File: src/rtl/medfilt_window_gen.sv
// medfilt_window_gen: streaming 3x3 window generator for the median filter.
// Takes a raster-order pixel stream, keeps the two previous lines in line
// buffers and presents each complete 3x3 neighbourhood as nine parallel
// pixels (w1 = top-left ... w9 = bottom-right) behind a single output stage.
// Optional build macro: WINGEN_COORD_EN adds win_col/win_row outputs that
// carry the centre-pixel coordinates of the current window.
module medfilt_window_gen #(
  parameter int PIX_W = 8,
  parameter int IMG_W = 16,
  parameter int IMG_H = 16
) (
  input  logic                      clk,
  input  logic                      rst_n,
  input  logic [PIX_W-1:0]          pix_in,
  input  logic                      pix_valid,
  input  logic                      pix_sof,
  output logic                      pix_ready,
  output logic [PIX_W-1:0]          w1,
  output logic [PIX_W-1:0]          w2,
  output logic [PIX_W-1:0]          w3,
  output logic [PIX_W-1:0]          w4,
  output logic [PIX_W-1:0]          w5,
  output logic [PIX_W-1:0]          w6,
  output logic [PIX_W-1:0]          w7,
  output logic [PIX_W-1:0]          w8,
  output logic [PIX_W-1:0]          w9,
  output logic                      win_valid,
  output logic                      win_last,
`ifdef WINGEN_COORD_EN
  output logic [$clog2(IMG_W)-1:0]  win_col,
  output logic [$clog2(IMG_H)-1:0]  win_row,
`endif
  input  logic                      win_ready
);

  localparam int CW = $clog2(IMG_W);
  localparam int RW = $clog2(IMG_H);

  // Line buffers: line1_r holds row r-1, line2_r holds row r-2 (indexed by column).
  logic [PIX_W-1:0] line1_r [IMG_W];
  logic [PIX_W-1:0] line2_r [IMG_W];

  // 3x3 window, row-major: index 0 = top-left, 4 = centre, 8 = bottom-right.
  logic [PIX_W-1:0] win_r [9];

  logic [CW-1:0]    col_r;
  logic [RW-1:0]    row_r;
  logic             win_valid_r;
  logic             win_last_r;

  logic             pix_ready_s;
  logic             accept_s;
  logic [CW-1:0]    cur_col_s;
  logic [RW-1:0]    cur_row_s;
  logic [CW-1:0]    nxt_col_s;
  logic [RW-1:0]    nxt_row_s;
  logic [PIX_W-1:0] top_s;
  logic [PIX_W-1:0] mid_s;
  logic             emit_s;
  logic             last_s;

  // Single output stage: a new pixel may enter whenever the window slot is free or draining.
  assign pix_ready_s = !win_valid_r || win_ready;
  assign accept_s    = pix_valid && pix_ready_s;

  // Position of the incoming pixel; start-of-frame forces it to (0,0).
  always_comb begin
    cur_col_s = col_r;
    cur_row_s = row_r;
    if (pix_sof) begin
      cur_col_s = '0;
      cur_row_s = '0;
    end else begin
      cur_col_s = col_r;
      cur_row_s = row_r;
    end
  end

  // Next raster position, wrapping at end of line and end of frame.
  always_comb begin
    nxt_col_s = cur_col_s + CW'(1);
    nxt_row_s = cur_row_s;
    if (cur_col_s == CW'(IMG_W - 1)) begin
      nxt_col_s = '0;
      if (cur_row_s == RW'(IMG_H - 1)) begin
        nxt_row_s = '0;
      end else begin
        nxt_row_s = cur_row_s + RW'(1);
      end
    end else begin
      nxt_col_s = cur_col_s + CW'(1);
      nxt_row_s = cur_row_s;
    end
  end

  // New right-hand window column and the decision whether this pixel completes a window.
  always_comb begin
    top_s  = line2_r[cur_col_s];
    mid_s  = line1_r[cur_col_s];
    emit_s = accept_s && (cur_row_s >= RW'(2)) && (cur_col_s >= CW'(2));
    last_s = (cur_row_s == RW'(IMG_H - 1)) && (cur_col_s == CW'(IMG_W - 1));
  end

  // Raster counters advance on every accepted pixel.
  always_ff @(posedge clk or negedge rst_n) begin
    if (!rst_n) begin
      col_r <= '0;
      row_r <= '0;
    end else if (accept_s) begin
      col_r <= nxt_col_s;
      row_r <= nxt_row_s;
    end
  end

  // Line buffers roll down one row per accepted pixel; contents are never
  // observed before being rewritten, so they carry no reset.
  always_ff @(posedge clk) begin
    if (accept_s) begin
      line2_r[cur_col_s] <= line1_r[cur_col_s];
      line1_r[cur_col_s] <= pix_in;
    end
  end

  // Window shifts left and takes the new column on every accepted pixel.
  always_ff @(posedge clk or negedge rst_n) begin
    if (!rst_n) begin
      for (int i = 0; i < 9; i++) begin
        win_r[i] <= '0;
      end
    end else if (accept_s) begin
      win_r[0] <= win_r[1];
      win_r[1] <= win_r[2];
      win_r[2] <= top_s;
      win_r[3] <= win_r[4];
      win_r[4] <= win_r[5];
      win_r[5] <= mid_s;
      win_r[6] <= win_r[7];
      win_r[7] <= win_r[8];
      win_r[8] <= pix_in;
    end
  end

  // Output handshake: load on a completing pixel, drop after consumption, hold under backpressure.
  always_ff @(posedge clk or negedge rst_n) begin
    if (!rst_n) begin
      win_valid_r <= 1'b0;
      win_last_r  <= 1'b0;
    end else if (accept_s) begin
      win_valid_r <= emit_s;
      win_last_r  <= emit_s && last_s;
    end else if (win_ready) begin
      win_valid_r <= 1'b0;
      win_last_r  <= 1'b0;
    end
  end

`ifdef WINGEN_COORD_EN
  logic [CW-1:0] win_col_r;
  logic [RW-1:0] win_row_r;

  // Centre-pixel coordinates captured together with each emitted window.
  always_ff @(posedge clk or negedge rst_n) begin
    if (!rst_n) begin
      win_col_r <= '0;
      win_row_r <= '0;
    end else if (emit_s) begin
      win_col_r <= cur_col_s - CW'(1);
      win_row_r <= cur_row_s - RW'(1);
    end
  end

  assign win_col = win_col_r;
  assign win_row = win_row_r;
`endif

  assign pix_ready = pix_ready_s;
  assign w1        = win_r[0];
  assign w2        = win_r[1];
  assign w3        = win_r[2];
  assign w4        = win_r[3];
  assign w5        = win_r[4];
  assign w6        = win_r[5];
  assign w7        = win_r[6];
  assign w8        = win_r[7];
  assign w9        = win_r[8];
  assign win_valid = win_valid_r;
  assign win_last  = win_last_r;

endmodule

File: config.mk
export PLATFORM = sky130hd
export DESIGN_NAME = medfilt_window_gen
export DESIGN_NICKNAME = d
export VERILOG_FILES = /design/src/rtl/medfilt_window_gen.sv
export SDC_FILE = /design/constraint.sdc
export NUM_CORES = 1
export LEC_CHECK = 0
export CAP_MARGIN = 20
export CORE_MARGIN = 10
export CORE_UTILIZATION = 59
export DETAILED_ROUTE_END_ITERATION = 6
export GPL_ROUTABILITY_DRIVEN = 0
export GPL_TIMING_DRIVEN = 1
export PLACE_DENSITY_LB_ADDON = 0.25
export SETUP_SLACK_MARGIN = 0.3
export SLEW_MARGIN = 25
export SYNTH_ARGS = -nofsm -noshare
export SYNTH_HDL_FRONTEND = slang
export SYNTH_SLANG_ARGS = --single-unit
File: constraint.sdc
create_clock -name clk -period 3.2 [get_ports clk]
set_clock_uncertainty 0.2 [all_clocks]
set_input_delay 0.64 -clock clk [delete_from_list [all_inputs] [get_ports clk]]
set_output_delay 0.64 -clock clk [all_outputs]
set_load 0.02 [all_outputs]
# [Word level (Yosys, flattened, before mapping)]
# Memory sizes are Yosys's and may differ from the RTL's. A register that Yosys moved wholly into a read port is not among the register bits.
# Index checks and enable logic that the tools add are counted.
[totals] ramBits=256 register_bits=74 mem_count=2 word_cells=39
[op_classes] magnitude_cmp=2 mux=10 n_reduce_logical=9 eq_ne=2 add_sub_neg=2
[memory_table] name="line1_r" words=16 width=8 read_ports=1 rd_ports_with_merged_regs=0 write_ports=1 line="40" rtl="logic [PIX_W-1:0] line1_r [IMG_W];"
[memory_table] name="line2_r" words=16 width=8 read_ports=1 rd_ports_with_merged_regs=1 write_ports=1 line="41" rtl="logic [PIX_W-1:0] line2_r [IMG_W];"
[ops] op="$mux W4" count=5
[ops] op="$add A4 B1 Y4 const B" count=2
[ops] op="$eq A4 B4 Y1 const B" count=2
[ops] op="$ge A4 B2 Y1 const B" count=2
[ops] op="$logic_and A1 B1 Y1" count=5
[ops] op="$mux W1" count=5
[ops] op="$logic_not A1 Y1" count=2
[ops] op="$reduce_bool A2 Y1" count=1
[ops] op="$logic_or A1 B1 Y1" count=1

# [Logic depth before layout (Yosys ltp)]
[logic_depth] ltp_word=7 mapped_depth=13 mapped_depth_nobuf=8

# [Worst setup path before layout]
# Ideal clock, no wire load.
[synth_timing] path_type="input -> register" startpoint="input port pix_sof" endpoint="register row_r[3]" arrival_time_ns=2.922 path_slack_ns=-0.058 setup_time_ns=0.135 required_ns=2.865 path_stages=12 n_path_buf=4 path_cell_list="nand2b_1 -> buf_4 -> inv_2 -> buf_6 -> buf_6 -> buf_4 -> ha_1 -> inv_1 -> nor4b_4 -> nand2_1 -> o21ai_0 -> o311ai_1"
[synth_between] elab_chain_cells=4 word_cells_on_any_way=7
[synth_lines] element="start, declared" line="16" rtl="input logic pix_sof,"
[synth_lines] element="$mux W4" line="70" rtl="if (pix_sof) begin"
[synth_lines] element="$add A4 B1 Y4 or $eq A4 B4 Y1 (tied branches)" line="88, 85"
[synth_lines] element="$mux W4" line="85" rtl="if (cur_row_s == RW'(IMG_H - 1)) begin"
[synth_lines] element="$mux W4 (*)" line="83" rtl="if (cur_col_s == CW'(IMG_W - 1)) begin"
[synth_lines] element="end signal, assigned" line="111" rtl="row_r <= nxt_row_s;"
[synth_lines] element="end, declared" line="47" rtl="logic [RW-1:0] row_r;"
# Every way passes the cells marked *; elsewhere a longest branch is shown, timed or not.
# A chain may end at the register's enable or synchronous reset.

# [Final worst setup path]
[layout_timing] startpoint="register col_r[0]" endpoint="register win_r (netlist bit w6[5]), read port of line1_r"
[layout_between] elab_chain_cells=2
[layout_lines] element="start, declared" line="46" rtl="logic [CW-1:0] col_r;"
[layout_lines] element="start signal, assigned" line="110" rtl="col_r <= nxt_col_s;"
[layout_lines] element="$mux W4" line="70"
[layout_lines] element="$mem_v2 Z16 W8"
[layout_lines] element="end, declared" line="44" rtl="logic [PIX_W-1:0] win_r [9];"
# No other way between the ends.

==> results.rst <==
.. list-table::
   :header-rows: 1

   * - Metric
     - Value
   * - Die Height
     - 173 µm
   * - Final slew viol count
     - 0
   * - Layout Nets
     - 1163
   * - Crit path time final
     - 2.87 ns
   * - Commonest cells in the netlist
     - sky130_fd_sc_hd__nand2_1, sky130_fd_sc_hd__edfxtp_1, sky130_fd_sc_hd__dfrtp_1
   * - Yosys warns
     - 0
   * - Number of global-route vias before repair
     - 8697
   * - Yosys top cell by area
     - sky130_fd_sc_hd__edfxtp_1
   * - Post CTS Setup Buffer Count
     - 0
   * - P&R area growth vs syn
     - 18.6%
   * - Effective utilization at floorplan
     - 60.3%
   * - Start point of the critical path
     - col_r[0]$_DFFE_PN0P_
   * - Met3 usage in global routing
     - 5.66%
   * - TritonCTS clock tree
     - yes
   * - Finished layout cell area
     - 16300 µm²
   * - Placed Cells
     - 1420
   * - Unique masters post-synth
     - 60
   * - Final hold vios
     - 0
   * - Global-route met1 utilization
     - 29.1%
   * - Number of antenna diodes
     - 0
   * - Number of I/O port buffers
     - 87
   * - First drt pass iteration count
     - 5
   * - # rows
     - 55
   * - # setup viols final
     - 0
   * - Routing usage on met2
     - 34.5%
   * - Clock root buffer master
     - sky130_fd_sc_hd__clkbuf_16
   * - Average wire per cell in the routed design
     - 22.4 µm
   * - Via count
     - 8784
   * - Initial detailed-routing violation count
     - 1179
   * - Setup repair after global routing missed its margin
     - true
   * - Global-route wire length before repair
     - 51100 µm
   * - Max-cap violations
     - 0
   * - Crit start category
     - flop
   * - Overall global routing resource usage
     - 21.7%
   * - Clock sink count
     - 338
   * - Asr flop ratio synth
     - 24.3%
   * - Share of the core filled with cells in the final layout
     - 71.5%
   * - Clock network latency to the later pin of the worst-skew pair
     - 0.50 ns
   * - Count of cells along the worst register-to-register path
     - 6
   * - Placed instance area
     - 15200 µm²
   * - Most congested layer reported by global routing
     - met2
   * - FF+latch count, synth
     - 338
   * - Number of instances in the synthesized netlist
     - 1022
   * - Critical register-to-register path startpoint
     - col_r[0]$_DFFE_PN0P_
   * - Static leakage power
     - 6.18 nW
   * - Buffer depth of the longest clock path
     - 3
   * - Core ar.
     - 22800 µm²
   * - Relative max-transition margin
     - 39.9%
   * - Post-detail-place hpwl
     - 21400 µm
   * - Cell area power density
     - 669 nW/µm²
   * - CTS H-tree lvls
     - 2
   * - Clock-pin slew of the registers on the worst-case setup and hold paths
     - 0.06 ns
   * - Final clock period utilization by the worst path
     - 89.8%
   * - Worst Hold Launch
     - w4[3]$_DFFE_PN0P_
   * - Worst EP required
     - 3.38 ns
   * - Remaining number of nets flagged by the antenna check after routing
     - 0
   * - Highest clock frequency the design can meet
     - 0.348 GHz
   * - Critical Path Fanout Max
     - 31
   * - Final wirelength
     - 33100 µm
   * - Largest vdd supply drop
     - 0.369 mV
   * - Least-Margin Pin Slew
     - 0.898 ns
   * - Pin count of the biggest net entering global routing
     - 58
   * - Endpoint kind of the worst setup timing path
     - flop
   * - Residual overflow from global routing
     - 0
   * - Data arrival, critical path
     - 3.06 ns
   * - Finished Layout Cells
     - 1480
   * - Sequential element share of the synthesized area
     - 70.9%
   * - Top cells by area in the synthesized netlist
     - sky130_fd_sc_hd__edfxtp_1, sky130_fd_sc_hd__dfrtp_1, sky130_fd_sc_hd__nand2_1
   * - Mapped Area
     - 13700 µm²
   * - Run status
     - finished clean
   * - Worst setup endpoint
     - w6[5]$_DFFE_PN0P_
   * - Layout fillers
     - 1480
   * - Share of post-route cells with drive strength above 1
     - 15.4%
   * - Net Count, Synth
     - 1040
   * - Reg2reg setup slack
     - 0.33 ns
   * - Most common cell in the netlist
     - sky130_fd_sc_hd__nand2_1
   * - Most frequently used flop master after synthesis
     - sky130_fd_sc_hd__edfxtp_1
   * - Avg Synthesized Cell Area
     - 13.4 µm²
   * - CP Class
     - flop to flop
   * - X dimension of the die
     - 173 µm
   * - Initial antenna violation count
     - 0
   * - Worst hold slack across all endpoints
     - 0.270 ns
   * - DR DRC count
     - 0
   * - Area of the die
     - 29800 µm²
   * - TritonCTS buffer count
     - 35
   * - Number of primary I/O pins
     - 88
   * - Type of the worst min-delay path
     - flop to flop
   * - Fraction of synthesized cell area taken by the top area cell type
     - 56.0%
   * - Setup TNS after final layout
     - 0 ns
   * - Crit Reg-Reg Endpoint
     - w6[5]$_DFFE_PN0P_
   * - Number of synthesized flops with an enable pin
     - 256
   * - Post-DR vias/cell
     - 5.94
==> stage by stage <==
step / power, mW / setup WS [ns]
2_1_floorplan: 6.44 / 0.157
3_3_place_gp: 7.26 / 0.252
3_5_place_dp: 7.31 / 0.224
4_1_cts: 10.9 / 0.310
5_1_grt: 11.3 / 0.187
6_report: 10.9 / 0.326
==> where the power goes <==
part / internal (mW) / switching (mW) / leakage (nW)
Clock: 2.12 / 1.52 / 0.499
Sequential: 5.14 / 0.230 / 3.33
Combinational: 0.746 / 1.13 / 2.34
Total: 8.01 / 2.88 / 6.18
==> what timing repair did <==
item                                    CTS  global route
resized for setup                         1             5
hold buffers                              1             0
hold endpoints to repair                 39             0
endpoints found under the setup margin    1            36
==> critical path, cell delays in order (launching register included) <==
cell	delay, ns
sky130_fd_sc_hd__dfrtp_4	0.67
sky130_fd_sc_hd__nor4b_2	0.25
sky130_fd_sc_hd__buf_4	0.19
sky130_fd_sc_hd__a221o_1	0.35
sky130_fd_sc_hd__o21ai_1	0.18
sky130_fd_sc_hd__o2111ai_2	0.46
sky130_fd_sc_hd__mux2_4	0.43
==> cells in the final DEF, fill, tap and decap left out, drive strengths merged, types with 27 or more instances in the layout <==
cell type	n
buf	64
o21ai	35
mux2i	27
edfxtp	256
a21oi	44
nor2	35
clkbuf	50
nand2	269
dfrtp	82
clkdlybuf4s50	84
==> how the worst min path moves through the flow <==
stage               depth (start not counted)                    to  slack [ns]
floorplan                                   0  col_r[0]$_DFFE_PN0P_        0.14
CTS                                         2     w4[3]$_DFFE_PN0P_        0.28
detailed placement                          2     w4[3]$_DFFE_PN0P_        0.26
global placement                            2     w7[1]$_DFFE_PN0P_        0.26
finish                                      2     w4[3]$_DFFE_PN0P_        0.27
global route                                2     w1[6]$_DFFE_PN0P_        0.29
==> final cells by class <==
type,count,area [µm²],share of cell area (%)
flip-flops and latches,338,9740,59.8
multi-input cells,614,3710,22.8
repair buffers,150,1390,8.55
clock buffers,50,942,5.79
well taps,313,392,2.41
clock inverters,9,72.6,0.446
inverters,6,26.3,0.161
==> flip-flops by register name (all words and copies together), names as in the netlist, 8 cells and up <==
name,cells
w4,8
w7,8
line1_r,128
w2,8
w5,8
w9,8
line2_r,128
w8,8
w3,8
w1,8
w6,8
==> cells by family (layout without fill, tap and decap cells) <==
group | Yosys count | count (layout) | share of synthesized area, %
AND/OR/NAND/NOR | 379 | 379 | 12.2
flip-flops | 338 | 338 | 70.9
AO/OA/AOI/OAI | 176 | 176 | 9.22
buffers and inverters | 70 | 215 | 2.76
multiplexers | 53 | 53 | 4.37
adder cells (fa/ha/maj) | 5 | 5 | 0.456
XOR/XNOR | 1 | 1 | 0.0638
==> per-layer routing <==
metal  wire (µm)  up-vias
met1       13500     4331
met2       15600      446
met5           0        -
met3        3260       58
li1            -     3949
met4         720        0
Note: power is estimated with default switching activity, not from simulation.
